[config.mk]
export PLATFORM = sky130hd
export DESIGN_NAME = parity_scrub_reader
export DESIGN_NICKNAME = d
export VERILOG_FILES = /design/src/rtl/parity_scrub_reader.sv
export SDC_FILE = /design/constraint.sdc
export NUM_CORES = 1
export LEC_CHECK = 0
export CAP_MARGIN = 20
export CELL_PAD_IN_SITES_DETAIL_PLACEMENT = 0
export CELL_PAD_IN_SITES_GLOBAL_PLACEMENT = 1
export CORE_ASPECT_RATIO = 1.2
export CORE_MARGIN = 3
export CORE_UTILIZATION = 30
export CTS_CLUSTER_DIAMETER = 50
export DETAILED_ROUTE_END_ITERATION = 8
export GPL_TIMING_DRIVEN = 0
export PLACE_DENSITY_LB_ADDON = 0.1
export SYNTH_ARGS = -nofsm -noshare
export SYNTH_HDL_FRONTEND = slang
export SYNTH_SLANG_ARGS = --single-unit
[constraint.sdc]
create_clock -name CLK -period 4.2 [get_ports CLK]
set_input_delay 0.42 -clock CLK [delete_from_list [all_inputs] [get_ports CLK]]
set_output_delay 0.42 -clock CLK [all_outputs]
set_load 0.01 [all_outputs]
[src/rtl/parity_scrub_reader.sv]
// parity_scrub_reader
//
// Sequential read controller for an odd-parity-protected word memory.
// On START it walks every address 0..DEPTH-1. For each word it issues a
// one-cycle READ strobe, captures DIN/PIN, checks odd parity, streams the
// word out and accumulates error statistics for the pass.
//
// Ports:
//   CLK         rising-edge clock
//   RST_N       asynchronous active-low reset
//   START       begin a scan pass (sampled in IDLE only)
//   ABORT       synchronous abort of a running pass
//   READ        memory read strobe, one cycle per word
//   ADDR        memory address, valid while READ=1
//   DIN, PIN    memory data and stored parity, sampled when the word is captured
//   DATA_OUT    captured word
//   DATA_VALID  one-cycle pulse with each captured word
//   PERR        parity error for the current DATA_OUT
//   BUSY        high from the cycle after START until DONE
//   DONE        one-cycle pulse at the end of a full pass
//   ERROR       sticky: at least one parity error in the current/last pass
//   ERR_CNT     parity-error count for the pass (saturates at DEPTH)
//   ERR_ADDR    address of the first parity error, valid when ERROR=1

module parity_scrub_reader #(
    parameter int unsigned AW = 4,
    parameter int unsigned DW = 8
) (
    input  logic          CLK,
    input  logic          RST_N,
    input  logic          START,
    input  logic          ABORT,
    output logic          READ,
    output logic [AW-1:0] ADDR,
    input  logic [DW-1:0] DIN,
    input  logic          PIN,
    output logic [DW-1:0] DATA_OUT,
    output logic          DATA_VALID,
    output logic          PERR,
    output logic          BUSY,
    output logic          DONE,
    output logic          ERROR,
    output logic [AW:0]   ERR_CNT,
    output logic [AW-1:0] ERR_ADDR
);

    typedef enum logic [1:0] {
        IDLE  = 2'd0,
        RDREQ = 2'd1,
        CAPT  = 2'd2,
        FIN   = 2'd3
    } state_t;

    // Error count ceiling: DEPTH = 2**AW, i.e. only the MSB of ERR_CNT set.
    localparam logic [AW:0] CNT_MAX = {1'b1, {AW{1'b0}}};

    state_t          state;
    logic [AW-1:0]   addr;
    logic            word_err;

    // Good word has an odd number of ones across {DIN, PIN}.
    assign word_err = ~(^{DIN, PIN});

    always_ff @(posedge CLK or negedge RST_N) begin
        if (!RST_N) begin
            state      <= IDLE;
            addr       <= '0;
            READ       <= 1'b0;
            ADDR       <= '0;
            DATA_OUT   <= '0;
            DATA_VALID <= 1'b0;
            PERR       <= 1'b0;
            BUSY       <= 1'b0;
            DONE       <= 1'b0;
            ERROR      <= 1'b0;
            ERR_CNT    <= '0;
            ERR_ADDR   <= '0;
        end else begin
            // Pulse outputs default low every cycle.
            READ       <= 1'b0;
            DATA_VALID <= 1'b0;
            DONE       <= 1'b0;

            case (state)
                IDLE: begin
                    // START takes priority over ABORT here; ABORT is a no-op in IDLE.
                    if (START) begin
                        ERROR    <= 1'b0;
                        ERR_CNT  <= '0;
                        ERR_ADDR <= '0;
                        addr     <= '0;
                        BUSY     <= 1'b1;
                        state    <= RDREQ;
                    end
                end

                RDREQ: begin
                    if (ABORT) begin
                        BUSY  <= 1'b0;
                        state <= IDLE;
                    end else begin
                        READ  <= 1'b1;
                        ADDR  <= addr;
                        state <= CAPT;
                    end
                end

                CAPT: begin
                    if (ABORT) begin
                        // Word in flight is dropped: no capture, no DATA_VALID.
                        BUSY  <= 1'b0;
                        state <= IDLE;
                    end else begin
                        DATA_OUT   <= DIN;
                        PERR       <= word_err;
                        DATA_VALID <= 1'b1;
                        if (word_err) begin
                            if (ERR_CNT != CNT_MAX) begin
                                ERR_CNT <= ERR_CNT + (AW+1)'(1);
                            end
                            if (!ERROR) begin
                                ERR_ADDR <= addr;
                                ERROR    <= 1'b1;
                            end
                        end
                        if (addr == '1) begin
                            state <= FIN;
                        end else begin
                            addr  <= addr + AW'(1);
                            state <= RDREQ;
                        end
                    end
                end

                FIN: begin
                    if (!ABORT) begin
                        DONE <= 1'b1;
                    end
                    BUSY  <= 1'b0;
                    state <= IDLE;
                end

                default: begin
                    BUSY  <= 1'b0;
                    state <= IDLE;
                end
            endcase
        end
    end

endmodule
; Word level (Yosys, flattened, before mapping)
; Cells that the tools add are included.
[word_totals]
ff_bits = 33
inputBits = 13
out_inout_bits = 27
word_cells = 68
[classes]
addsub = 2
eq_ne = 12
muxes = 29
bitwise = 2
reduce_logical = 11
[op_table]
columns = operator, count
row1 = 4-bit two-way mux, 6
row2 = 5-bit two-way mux, 4
row3 = 4-bit case mux with 2 select lines, 2
row4 = 2-bit inequality test (second input constant), 6
row5 = 5-bit case mux with 2 select lines, 1
row6 = 5-bit AND reduction, 2
row7 = 1-bit two-way mux, 9
row8 = 9-bit XOR reduction, 1
row9 = 2-bit two-way mux, 4
row10 = 2-bit case mux with 4 select lines, 1
row11 = 4-bit AND reduction, 2
row12 = 2-bit AND reduction, 3
row13 = 5-bit by 1-bit adder with 5-bit output (second input constant), 1
row14 = 5-bit inequality test (second input constant), 1
row15 = 4-bit by 1-bit adder with 4-bit output (second input constant), 1
row16 = 2-bit == test (second input constant), 2
row17 = 4-bit == test (second input constant), 1
row18 = 1-bit case mux with 3 select lines, 1
row19 = 2-bit by 1-bit == test with 1-bit output (second input constant), 1
row20 = 2-bit zero test, 1
row21 = 2-bit by 1-bit inequality test with 1-bit output (second input constant), 1
row22 = 1-bit inverter, 2
row23 = 1-bit case mux with 2 select lines, 1
row24 = 2-bit nonzero test, 1
row25 = 2-bit OR reduction, 1

; Logic depth before layout (Yosys ltp)
[depth]
depth_word = 5
depth_mapped = 7
depth_no_buf = 7

; Worst setup path after synthesis
; No wires, ideal clock.
[synth_timing]
path_kind = reg2reg
from = register state[0]
to = register ERR_CNT[2]
setup_ps = 66
arrival_ps = 1914
required_time_ps = 4134
path_slack_ps = 2220
path_stages_with_launch = 8
path_buffers = 0
synth_period_minus_slack_ps = 1980
cell_sequence = dfrtp_1 inv_1 ha_1 nor2_1 a211oi_2 nand3_1 or4b_1 nand2_1
[synth_between]
elab_chain_cells = 3
elab_cells_between_ends = 9
cone_classes = 5 x eq/ne / 1 x mux / 3 x reduce/logical
[synth_rtl]
columns = item, line
row1 = start: declaration, 57  ; state_t state;
row2 = start signal: assignment, 66  ; state <= IDLE;
row3 = start signal: assignment, 93  ; state <= RDREQ;
row4 = start signal: assignment, 100  ; state <= IDLE;
row5 = 2-bit == test or 2-bit zero test (tied branches), 84  ; case (state)
row6 = 2-bit inequality test (no line) or 2-bit nonzero test (tied branches), --
row7 = 5-bit AND reduction (no line), --
row8 = end signal: assignment, 119  ; ERR_CNT <= ERR_CNT + (AW+1)'(1);
row9 = end: declaration, 43  ; output logic [AW:0] ERR_CNT,
; Several ways; a longest one is shown, not always the timed one.
; A chain may end at the register's enable or synchronous reset.

; Worst setup path in the final report
; Same ends and word-level chain as after synthesis.

==> impl_metrics.ini <==
[floorplanning]
dieArea_um2 = 6470
fp.coreArea_um2 = 5330
ios = 40
fp.dieH_um = 87.5
start_util = 0.311
die-width_um = 73.9
placement_rows = 29

[route]
ant_nets = 0
wl_per_cell_um = 13.9
first_pass_iters = 5
drt_iter0_drc = 46
drc = 0
wl_um = 3780
vias = 1349
avgViaCountPerCell = 4.94

[timing]
min_period_over_period = 0.561
period_minus_slack_ns = 2.36
hold_viol = 0
timing.hold.ws_ns = 0.210
rsz0062_at_grt = no
clock-skew-final_ns = 0.00418
worst_slew_pin_slew_ns = 0.760
fmax_mhz = 424
setup_violations = 0
relSlewSlack = 0.493
timing.setup.tns_ns = 0
drv_slew = 0

[synthesis]
synth.avg_cell_area_um2 = 10.0
ys_types = 40
synth_edf_count = 0
synth_top_area_cell = dfrtp_1
ys_ff_latch = 33
synth_top_area_frac = 0.497
ys_warn_count = 0
synth-async-reset-ratio = 1.00
synth_area_leaders = dfrtp_1 (50%), nand2_1 (10%), ha_1 (5.3%)
yosysSeqAreaShare = 0.497
synthCells = 166
syn-num-nets = 186
synth_ff_type = dfrtp_1
syn_area_um2 = 1660

[place]
gp_congestion = 0.795
portBuffers = 39
hpwl_um = 2760

[clocking]
htreeDepth = 2
post_cts_buffers = 0
cts.sinks = 33
cts_tree = done
cts_made_buffers = 5
clk_pin_slew_ns = 0.07
cts_buffer_depth = 2
cts_hold_buf = 0
cts-root-buf = clkbuf_8
post_cts_resized = 0
clock_latency_ns = 0.28

[pwr]
ir_drop_v = 0.000203
power.density_nw_per_um2 = 542
leakage_nw = 1.01

[global_route]
grt_pass1_vias = 1401
grt_max_degree = 34
gr-total-overflow = 0
grt.total_usage = 0.133
grt_pass1_wl_um = 6560
antenna_found_initial = 0

[layout]
final_common_cell = nand2_1
area_growth_pct = 32.3
drive_gt1_frac = 0.0664
antenna_cells = 0
utilization = 0.412
nNetsFinal = 232
nFillCells = 524
multi_input_area_um2 = 782
final_cell_mix = nand2_1 (45), clkdlybuf4s50_1 (38), dfrtp_1 (33)
ff_latch_area_um2 = 826

[min_path]
hold_path_class = in2async

[worst_setup_path]
crit_path_start = state[0]$_DFFE_PN0P_
crit_type = reg2reg
r2r_cells = 7
worstPathRequired_ns = 4.42
r2r_setup_slack_ns = 1.84
crit_path_end_kind = flip-flop
cp-endpoint = ERR_CNT[2]$_DFFE_PN0P_
crit_fanout = 10
startpoint_type = flip-flop
rr_endpoint = ERR_CNT[2]$_DFFE_PN0P_
critPathArrivalTime_ns = 2.58
timing.rr.start = state[0]$_DFFE_PN0P_

[job]
max-cap-violations = 0

[status]
status = finished, final reports clean
-- cells in the mapped netlist (all sizes together), types with 2 or more instances --
library cell and number:
nor3 4, nor2 4, and2 4, o211ai 2
nand3 9, inv 6, o21ai 4, clkbuf 4
xnor2 5, ha 7, nand2b 3, mux2 2
a22o 5, a21oi 5, nand2 45, a311o 4
dfrtp 33, nor2b 2
-- final cells by class --
type | instances | area share
Inverter | 7 | 0.0120
Clock inverter | 1 | 0.00228
Clock buffer | 5 | 0.0313
Sequential cell | 33 | 0.376
Tap cell | 62 | 0.0353
Buffer | 5 | 0.0120
Multi-Input combinational cell | 121 | 0.356
Timing Repair Buffer | 39 | 0.175
-- worst min path at each step --
| stage | slack [ns] | end | depth (start not counted) | start |
|---|---|---|---|---|
| 2_1_floorplan | 0.12 | ADDR[0]$_DFFE_PN0P_ | 0 | RST_N |
| 3_3_place_gp | 0.46 | DATA_OUT[7]$_DFFE_PN0P_ | 2 | DATA_OUT[7]$_DFFE_PN0P_ |
| 3_5_place_dp | 0.47 | DATA_OUT[3]$_DFFE_PN0P_ | 2 | DATA_OUT[3]$_DFFE_PN0P_ |
| 4_1_cts | 0.24 | BUSY$_DFFE_PN0P_ | 1 | RST_N |
| 5_1_grt | 0.27 | BUSY$_DFFE_PN0P_ | 1 | RST_N |
| 6_report | 0.21 | BUSY$_DFFE_PN0P_ | 1 | RST_N |
-- logic make-up (layout without fill, tap and decap cells) --
group / after synthesis / after routing / share of synthesized area
AND/OR/NAND/NOR: 77 / 77 / 0.214
XOR/XNOR: 7 / 7 / 0.0618
adder cells (fa/ha/maj): 7 / 7 / 0.0527
buffers and inverters: 12 / 57 / 0.0316
multiplexers: 2 / 2 / 0.0136
flip-flops: 33 / 33 / 0.497
AO/OA/AOI/OAI: 28 / 28 / 0.129
-- state kept, by name, indices dropped and copies added (netlist names) --
register and count:
ERR_ADDR 4, ERR_CNT 5, DONE 1, state 2, addr 4, DATA_VALID 1
DATA_OUT 8, BUSY 1, ERROR 1, READ 1, PERR 1, ADDR 4
-- worst max-delay path, stage by stage (launching register included) --
cell,delay [ns]
dfrtp_1,0.40
inv_1,0.11
ha_1,0.30
nor2_1,0.10
a211oi_2,0.59
nand3_1,0.22
or4b_1,0.50
nand2_1,0.08
-- per-stage QoR --
step	worst slack (ns)	instances	total power [W]	area (um^2)
floorplan	2.22	166	0.000753	1660
global placement	1.69	267	0.000971	2130
detailed placement	1.67	267	0.000985	2120
CTS	1.83	273	0.00122	2200
global route	1.62	273	0.00129	2200
finish	1.84	273	0.00119	2200
-- power by group --
group,internal [W],switching (W)
sequential,0.000392,0.0000507
combinational,0.000242,0.000287
clock,0.000109,0.000110
-- metal layers --
| metal | part of all wire | track usage | vias up | wire length (um) |
|---|---|---|---|---|
| li1 | - | - | 662 | - |
| met1 | 0.44 | 0.157 | 655 | 1650 |
| met2 | 0.51 | 0.225 | 28 | 1930 |
| met3 | 0.044 | 0.0404 | 4 | 165 |
| met4 | 0.0098 | 0.0494 | 0 | 37 |
| met5 | 0 | 0 | - | 0 |
(Power assumes the default switching activity.)
